**config.mk**
```make
export PLATFORM = sky130hd
export DESIGN_NAME = mdu_issue_ctrl_flat
export DESIGN_NICKNAME = d
export VERILOG_FILES = /design/src/rtl/mdu_issue_ctrl_if.sv /design/src/rtl/mdu_issue_ctrl.sv /design/src/flat_wrapper.sv
export SDC_FILE = /design/constraint.sdc
export NUM_CORES = 1
export LEC_CHECK = 0
export ABC_CLOCK_PERIOD_IN_PS = 4000
export CAP_MARGIN = 40
export CORE_AREA = 2 2 184 96
export DETAILED_ROUTE_END_ITERATION = 12
export DIE_AREA = 0 0 186 98
export HOLD_SLACK_MARGIN = 0.1
export SLEW_MARGIN = 20
export SYNTH_ARGS = -nofsm -noshare
export SYNTH_HDL_FRONTEND = slang
export SYNTH_SLANG_ARGS = --single-unit
```
**constraint.sdc**
```tcl
create_clock -name clk -period 4 [get_ports clk]
set_clock_uncertainty 0.2 [all_clocks]
set_input_delay 0.8 -clock clk [delete_from_list [all_inputs] [get_ports clk]]
set_output_delay 0.8 -clock clk [all_outputs]
set_load 0.01 [all_outputs]
```
**src/rtl/mdu_issue_ctrl_if.sv**
```systemverilog
// MDU request/ack bundle between the EX-stage issue controller (master)
// and the multi-cycle multiply/divide unit (slave).
//
// Handshake: the master raises mdu_req with mdu_a/mdu_b/mdu_op stable.
// The request is taken on the rising edge where mdu_req && mdu_ack. The
// master must then drop mdu_req, because the MDU re-latches the opcode on
// every cycle that mdu_req is high. The first later cycle with mdu_ack=1 is
// completion, and mdu_c/mdu_d are valid only in that cycle. mdu_cnt is the
// MDU's remaining-cycle count and is for observation only.
interface mdu_issue_ctrl_if #(
    parameter int ARCH_WIDTH  = 32,
    parameter int MDUOP_WIDTH = 3,
    parameter int MDU_D_WIDTH = 4,
    parameter int CNT_WIDTH   = 4
);
    logic                   mdu_req;
    logic [ARCH_WIDTH-1:0]  mdu_a;
    logic [ARCH_WIDTH-1:0]  mdu_b;
    logic [MDUOP_WIDTH-1:0] mdu_op;
    logic                   mdu_ack;
    logic [CNT_WIDTH-1:0]   mdu_cnt;
    logic [ARCH_WIDTH-1:0]  mdu_c;
    logic [MDU_D_WIDTH-1:0] mdu_d;

    modport master (
        output mdu_req, mdu_a, mdu_b, mdu_op,
        input  mdu_ack, mdu_cnt, mdu_c, mdu_d
    );

    modport slave (
        input  mdu_req, mdu_a, mdu_b, mdu_op,
        output mdu_ack, mdu_cnt, mdu_c, mdu_d
    );
endinterface

```
**src/rtl/mdu_issue_ctrl.sv**
```systemverilog
// EX-stage initiator for the multi-cycle MDU: latches one instruction,
// requests the MDU, stalls the pipe while it works, and emits a single
// write-back beat with GPR/CR0/XER[OV] enables. Handles flush and timeout.
// Status bits are indexed d[0]=OV, d[1]=LT, d[2]=GT, d[3]=EQ.
module mdu_issue_ctrl #(
    parameter int ARCH_WIDTH  = 32,
    parameter int MDUOP_WIDTH = 3,
    parameter int MDU_D_WIDTH = 4,
    parameter int CNT_WIDTH   = 4,
    parameter int RADDR_WIDTH = 5,
    parameter int MAX_WAIT    = 64,
    parameter logic [MDUOP_WIDTH-1:0] MDUOP_NOP = '0
) (
    input  logic                   clk,
    input  logic                   rst,
    input  logic                   ex_valid,
    input  logic [MDUOP_WIDTH-1:0] ex_op,
    input  logic [ARCH_WIDTH-1:0]  ex_a,
    input  logic [ARCH_WIDTH-1:0]  ex_b,
    input  logic [RADDR_WIDTH-1:0] ex_rd,
    input  logic                   ex_rc,
    input  logic                   ex_oe,
    input  logic                   flush,
    input  logic                   xer_so,
    mdu_issue_ctrl_if.master       mdu,
    output logic                   stall,
    output logic                   wb_valid,
    output logic [RADDR_WIDTH-1:0] wb_rd,
    output logic [ARCH_WIDTH-1:0]  wb_data,
    output logic                   cr0_we,
    output logic [3:0]             cr0_data,
    output logic                   ov_we,
    output logic                   ov_data,
    output logic                   timeout_err,
    output logic [2:0]             dbg_state,
    output logic [CNT_WIDTH-1:0]   dbg_mdu_cnt
);

    localparam int WCNT_W = (MAX_WAIT > 2) ? $clog2(MAX_WAIT) : 1;
    localparam logic [WCNT_W-1:0] WCNT_MAX = WCNT_W'(MAX_WAIT - 1);

    typedef enum logic [2:0] {
        S_IDLE  = 3'd0,
        S_REQ   = 3'd1,
        S_WAIT  = 3'd2,
        S_DRAIN = 3'd3,
        S_DONE  = 3'd4
    } state_t;

    state_t                 state_q, state_d;
    logic [WCNT_W-1:0]      wcnt_q, wcnt_d;
    logic [WCNT_W-1:0]      wcnt_inc;
    logic [MDUOP_WIDTH-1:0] op_q;
    logic [ARCH_WIDTH-1:0]  a_q, b_q, c_q;
    logic [RADDR_WIDTH-1:0] rd_q;
    logic                   rc_q, oe_q;
    logic [MDU_D_WIDTH-1:0] d_q;
    logic                   issue_go, capture_go, timeout_hit;

    // Wait counter saturates at the timeout value; timeout only while an op is outstanding.
    assign wcnt_inc    = (wcnt_q == WCNT_MAX) ? wcnt_q : wcnt_q + 1'b1;
    assign timeout_hit = ((state_q == S_WAIT) || (state_q == S_DRAIN)) &&
                         !mdu.mdu_ack && (wcnt_q == WCNT_MAX);

    // State and wait-counter registers.
    always_ff @(posedge clk) begin
        if (rst) begin
            state_q <= S_IDLE;
            wcnt_q  <= '0;
        end else begin
            state_q <= state_d;
            wcnt_q  <= wcnt_d;
        end
    end

    // Next-state: issue, accept, complete, drain, and timeout decisions.
    always_comb begin
        state_d    = state_q;
        wcnt_d     = wcnt_q;
        issue_go   = 1'b0;
        capture_go = 1'b0;
        case (state_q)
            S_IDLE: begin
                wcnt_d = '0;
                if (ex_valid && !flush) begin
                    issue_go = 1'b1;
                    state_d  = S_REQ;
                end
            end
            S_REQ: begin
                if (mdu.mdu_ack) begin
                    // Accepted even under flush: the MDU is now busy, so drain it.
                    wcnt_d  = '0;
                    state_d = flush ? S_DRAIN : S_WAIT;
                end else if (flush) begin
                    state_d = S_IDLE;
                end
            end
            S_WAIT: begin
                wcnt_d = wcnt_inc;
                if (mdu.mdu_ack) begin
                    if (flush) begin
                        state_d = S_IDLE;
                    end else begin
                        capture_go = 1'b1;
                        state_d    = S_DONE;
                    end
                end else if (timeout_hit) begin
                    state_d = S_IDLE;
                end else if (flush) begin
                    state_d = S_DRAIN;
                end
            end
            S_DRAIN: begin
                wcnt_d = wcnt_inc;
                if (mdu.mdu_ack || timeout_hit) begin
                    state_d = S_IDLE;
                end
            end
            S_DONE: begin
                wcnt_d  = '0;
                state_d = S_IDLE;
            end
            default: begin
                wcnt_d  = '0;
                state_d = S_IDLE;
            end
        endcase
    end

    // Instruction latches on issue; result and status capture on completion.
    always_ff @(posedge clk) begin
        if (rst) begin
            op_q <= MDUOP_NOP;
            a_q  <= '0;
            b_q  <= '0;
            rd_q <= '0;
            rc_q <= 1'b0;
            oe_q <= 1'b0;
            c_q  <= '0;
            d_q  <= '0;
        end else begin
            if (issue_go) begin
                op_q <= ex_op;
                a_q  <= ex_a;
                b_q  <= ex_b;
                rd_q <= ex_rd;
                rc_q <= ex_rc;
                oe_q <= ex_oe;
            end
            if (capture_go) begin
                c_q <= mdu.mdu_c;
                d_q <= mdu.mdu_d;
            end
        end
    end

    // Outputs: request in REQ, stall while busy, one write-back beat in DONE.
    always_comb begin
        mdu.mdu_req = 1'b0;
        stall       = 1'b0;
        wb_valid    = 1'b0;
        cr0_we      = 1'b0;
        cr0_data    = 4'b0000;
        ov_we       = 1'b0;
        ov_data     = 1'b0;
        timeout_err = timeout_hit;
        case (state_q)
            S_IDLE:  stall = ex_valid && !flush;
            S_REQ: begin
                mdu.mdu_req = 1'b1;
                stall       = 1'b1;
            end
            S_WAIT:  stall = 1'b1;
            S_DRAIN: stall = 1'b1;
            S_DONE: begin
                wb_valid = 1'b1;
                cr0_we   = rc_q;
                cr0_data = {d_q[1], d_q[2], d_q[3], xer_so};
                ov_we    = oe_q;
                ov_data  = d_q[0];
            end
            default: stall = 1'b0;
        endcase
    end

    assign mdu.mdu_a   = a_q;
    assign mdu.mdu_b   = b_q;
    assign mdu.mdu_op  = op_q;
    assign wb_rd       = rd_q;
    assign wb_data     = c_q;
    assign dbg_state   = state_q;
    assign dbg_mdu_cnt = mdu.mdu_cnt;

endmodule

```
**src/flat_wrapper.sv**
```systemverilog
// flat-port wrapper written by rule: the top's interface ports become plain ports
module mdu_issue_ctrl_flat 
#(
    parameter int ARCH_WIDTH  = 32,
    parameter int MDUOP_WIDTH = 3,
    parameter int MDU_D_WIDTH = 4,
    parameter int CNT_WIDTH   = 4,
    parameter int RADDR_WIDTH = 5,
    parameter int MAX_WAIT    = 64,
    parameter logic [MDUOP_WIDTH-1:0] MDUOP_NOP = '0
)
  (clk, rst, ex_valid, ex_op, ex_a, ex_b, ex_rd, ex_rc, ex_oe, flush, xer_so, stall, wb_valid, wb_rd, wb_data, cr0_we, cr0_data, ov_we, ov_data, timeout_err, dbg_state, dbg_mdu_cnt, mdu_mdu_req, mdu_mdu_a, mdu_mdu_b, mdu_mdu_op, mdu_mdu_ack, mdu_mdu_cnt, mdu_mdu_c, mdu_mdu_d);
  mdu_issue_ctrl_if #(.ARCH_WIDTH(ARCH_WIDTH), .MDUOP_WIDTH(MDUOP_WIDTH), .MDU_D_WIDTH(MDU_D_WIDTH), .CNT_WIDTH(CNT_WIDTH)) mdu_i ();
  input  logic clk;
  input  logic rst;
  input  logic ex_valid;
  input  logic [MDUOP_WIDTH-1:0] ex_op;
  input  logic [ARCH_WIDTH-1:0] ex_a;
  input  logic [ARCH_WIDTH-1:0] ex_b;
  input  logic [RADDR_WIDTH-1:0] ex_rd;
  input  logic ex_rc;
  input  logic ex_oe;
  input  logic flush;
  input  logic xer_so;
  output logic stall;
  output logic wb_valid;
  output logic [RADDR_WIDTH-1:0] wb_rd;
  output logic [ARCH_WIDTH-1:0] wb_data;
  output logic cr0_we;
  output logic [3:0] cr0_data;
  output logic ov_we;
  output logic ov_data;
  output logic timeout_err;
  output logic [2:0] dbg_state;
  output logic [CNT_WIDTH-1:0] dbg_mdu_cnt;
  output wire logic [$bits(mdu_i.mdu_req)-1:0] mdu_mdu_req;
  output wire logic [$bits(mdu_i.mdu_a)-1:0] mdu_mdu_a;
  output wire logic [$bits(mdu_i.mdu_b)-1:0] mdu_mdu_b;
  output wire logic [$bits(mdu_i.mdu_op)-1:0] mdu_mdu_op;
  input wire logic [$bits(mdu_i.mdu_ack)-1:0] mdu_mdu_ack;
  input wire logic [$bits(mdu_i.mdu_cnt)-1:0] mdu_mdu_cnt;
  input wire logic [$bits(mdu_i.mdu_c)-1:0] mdu_mdu_c;
  input wire logic [$bits(mdu_i.mdu_d)-1:0] mdu_mdu_d;
  assign mdu_mdu_req = mdu_i.mdu_req;
  assign mdu_mdu_a = mdu_i.mdu_a;
  assign mdu_mdu_b = mdu_i.mdu_b;
  assign mdu_mdu_op = mdu_i.mdu_op;
  assign mdu_i.mdu_ack = mdu_mdu_ack;
  assign mdu_i.mdu_cnt = mdu_mdu_cnt;
  assign mdu_i.mdu_c = mdu_mdu_c;
  assign mdu_i.mdu_d = mdu_mdu_d;
  mdu_issue_ctrl #(.ARCH_WIDTH(ARCH_WIDTH), .MDUOP_WIDTH(MDUOP_WIDTH), .MDU_D_WIDTH(MDU_D_WIDTH), .CNT_WIDTH(CNT_WIDTH), .RADDR_WIDTH(RADDR_WIDTH), .MAX_WAIT(MAX_WAIT), .MDUOP_NOP(MDUOP_NOP)) u_core (.clk(clk), .rst(rst), .ex_valid(ex_valid), .ex_op(ex_op), .ex_a(ex_a), .ex_b(ex_b), .ex_rd(ex_rd), .ex_rc(ex_rc), .ex_oe(ex_oe), .flush(flush), .xer_so(xer_so), .mdu(mdu_i), .stall(stall), .wb_valid(wb_valid), .wb_rd(wb_rd), .wb_data(wb_data), .cr0_we(cr0_we), .cr0_data(cr0_data), .ov_we(ov_we), .ov_data(ov_data), .timeout_err(timeout_err), .dbg_state(dbg_state), .dbg_mdu_cnt(dbg_mdu_cnt));
endmodule
```
==> flow_metrics.env <==
export IMPL_cpPeakStageDelay_ns=0.63
export IMPL_numPortBuffers=233
export IMPL_grt_max_degree=75
export IMPL_fin_nets=898
export IMPL_worstSetupPathType="register to primary output"
export IMPL_ys_warnings_count=0
export IMPL_worst_pin_slew_ns=0.7956
export IMPL_crit_family="simple AND/OR/NAND/NOR gates"
export IMPL_cp_arrival_ns=2.42
export IMPL_setup_viol=0
export IMPL_drtPass1Iterations=5
export IMPL_via_count=5135
export IMPL_htreeDepth=4
export IMPL_cts_hold_buf=0
export IMPL_cts_root_buffer="clkbuf_16"
export IMPL_finalHoldViolations=0
export IMPL_cts_tree="built"
export IMPL_insertion_delay_ns=0.41
export IMPL_syn_to_final_growth_pct=60.31
export IMPL_place_ws_ns=0.6914
export IMPL_slew_headroom_pct=46.96
export IMPL_crit_fanout=19
export IMPL_die_w_um=186
export IMPL_cts_resized=0
export IMPL_cts_setup_buffers=0
export IMPL_rows=34
export IMPL_fp_dieH_um=98
export IMPL_yosysSeqAreaShare_pct=48.85
export IMPL_outcome="finished clean"
export IMPL_hold_class="register to register"
export IMPL_clk_pin_slew_ns=0.06
export IMPL_grt_pass1_wl_um=26000
export IMPL_cap_violations=0
export IMPL_worst_path_buf_inv=1
export IMPL_synth_seq_cells=119
export IMPL_grt_usage_pct=18.13
export IMPL_synth_top_family_by_area="compound AO/OA/AOI/OAI gates"
export IMPL_syn_nets=711
export IMPL_fin_crit_sh_pct=85.49
export IMPL_routed_wl_um=16640
export IMPL_dp_cells=992
export IMPL_instances_no_fill=1024
export IMPL_antenna_cells=0
export IMPL_synth_area_um2=4877
export IMPL_synth_most_common_cell="dfxtp_1"
export IMPL_cts_sinks=119
export IMPL_grt_pass1_vias=4935
export IMPL_drt_iter0_drc=307
export IMPL_netlist_area_leader_share_pct=48.85
export IMPL_detail_route_wl_per_cell_um=16.25
export IMPL_powerDensity_nw_per_um2=408.2
export IMPL_setup_slack_ns=0.5804
export IMPL_remaining_drc_errors=0
export IMPL_p_leak_nw=2.628
export IMPL_cp_required_ns=3.00
export IMPL_ant_nets=0
export IMPL_synth_async_sr_flop_share_pct=0
export IMPL_cts_buffers=17
export IMPL_synth_adder_area_share_pct=0.2565
export IMPL_start_util_pct=29.02
export IMPL_synthSimpleGateAreaFrac_pct=16.85
export IMPL_antenna_found_initial=0
export IMPL_ys_flop_type="dfxtp_1"
export IMPL_cp_start_kind="register"
export IMPL_period_needed_ns=3.420
export IMPL_viasPerCell=5.015
export IMPL_postSynthAreaPerCell_um2=8.266
export IMPL_yosys_top_cells_count="dfxtp_1, a21oi_1, nand3_1"
export IMPL_ir_drop_mv=0.2444
export IMPL_crit_slowest_cell="nor2_1"
export IMPL_die_area_um2=18230
export IMPL_total_power_mw=3.192
export IMPL_clock_path_buffers=2
export IMPL_coreArea_um2=16800
export IMPL_finalMaxSlewViolations=0
export IMPL_tns_ns=0
export IMPL_max_freq_mhz=292.4
export IMPL_syn_inst=590
export IMPL_rsz0062_at_grt="no"
export IMPL_crit_chain="nor2_1, and3_1, clkdlybuf4s50_1"
export IMPL_end_kind="primary output"
export IMPL_hpwl_um=10790
export IMPL_synth_edf_count=0
export IMPL_drive_gt1_share_pct=6.203
export IMPL_ys_top_cells_by_area="dfxtp_1, a21oi_1, nand3_1"
export IMPL_synth_compound_area_share_pct=25.55
export IMPL_io_pins=242
export IMPL_overflow=0
export IMPL_yosysUniqueCellTypes=41
export IMPL_synth_mux_area_share_pct=0.8209
export IMPL_synth_top_area_cell="dfxtp_1"
export IMPL_gp_congestion=0.7783
export IMPL_synth_xor_area_share_pct=0
==> per-stage QoR <==
step | util, % | area [um2] | hold slack (ns)
final | 46.53 | 7819 | 0.2722
after global routing | 46.53 | 7819 | 0.2871
after floorplan | - | 4877 | 0.2490
after CTS | 46.53 | 7819 | 0.2712
after detailed placement | 43.04 | 7232 | 0.2634
after global placement | 43.02 | 7229 | 0.2538
==> registers in the layout (all words and copies together), names as in the netlist <==
name	count
u_core.rc_q	1
u_core.wb_rd	5
u_core.oe_q	1
u_core.mdu.mdu_b	32
u_core.wcnt_q	6
u_core.mdu.mdu_a	32
u_core.d_q	4
u_core.wb_data	32
u_core.mdu.mdu_op	3
u_core.dbg_state	3
==> worst min-delay path: cells and delay by family, from the launching register on <==
kind            cells  cell delay, ns
flops               1            0.30
compound gates      2            0.12
==> cell families after synthesis <==
family | count (synthesis)
compound gates | 239
simple gates | 149
flops | 119
buf+inv | 78
mux | 4
fa+ha+maj | 1
==> metal layers <==
layer | vias up | global-route usage [%] | wire [um]
met2 | 196 | 26.97 | 7065
met4 | 0 | 5.694 | 279
met5 | - | 0 | 0
met3 | 20 | 9.549 | 1801
met1 | 2423 | 22.60 | 7489
li1 | 2496 | - | -
==> power breakdown <==
part | switching (mW) | internal [mW]
logic | 0.201 | 0.216
registers | 0.0258 | 1.23
clock network | 0.541 | 0.979
total | 0.768 | 2.42
==> cell usage in the layout (no fill, tap or decap), drive strengths merged, types with 2 or more instances in the layout <==
master | netlist | final
clkinvlp | 0 | 2
mux2i | 4 | 4
nand2b | 5 | 5
nand2 | 2 | 2
a211oi | 3 | 3
and3 | 11 | 11
nor2 | 3 | 3
clkbuf | 37 | 24
or3 | 2 | 2
clkinv | 0 | 4
a21oi | 115 | 115
o211ai | 5 | 5
nor4b | 3 | 3
clkdlybuf4s50 | 0 | 232
nor3b | 2 | 2
or3b | 2 | 2
o21ai | 111 | 111
dfxtp | 119 | 119
nand3 | 112 | 112
inv | 5 | 5
buf | 36 | 9
bufinv | 0 | 2
==> final timing paths <==
path | from | end | slack (ns) | cells after the start
worst max register to register | u_core.dbg_state[2] | u_core.mdu.mdu_a[15] | 1.56 | 4
worst min-delay path | u_core.wb_data[4] | u_core.wb_data[4] | 0.27 | 2
worst min register to register | u_core.wb_data[4] | u_core.wb_data[4] | 0.27 | 2
worst max-delay path | u_core.dbg_state[1] | cr0_data[1] | 0.58 | 3
==> final cells by class <==
type,instances,area [um2]
multi-input combinational,393,2136
tap,234,292.8
fill,1597,8985
clock inverter,8,95.09
inverter,5,18.77
sequential,119,2382
clock buffer,24,491.7
timing repair buffer,241,2402
No activity file was read; power rests on OpenSTA's default activity.
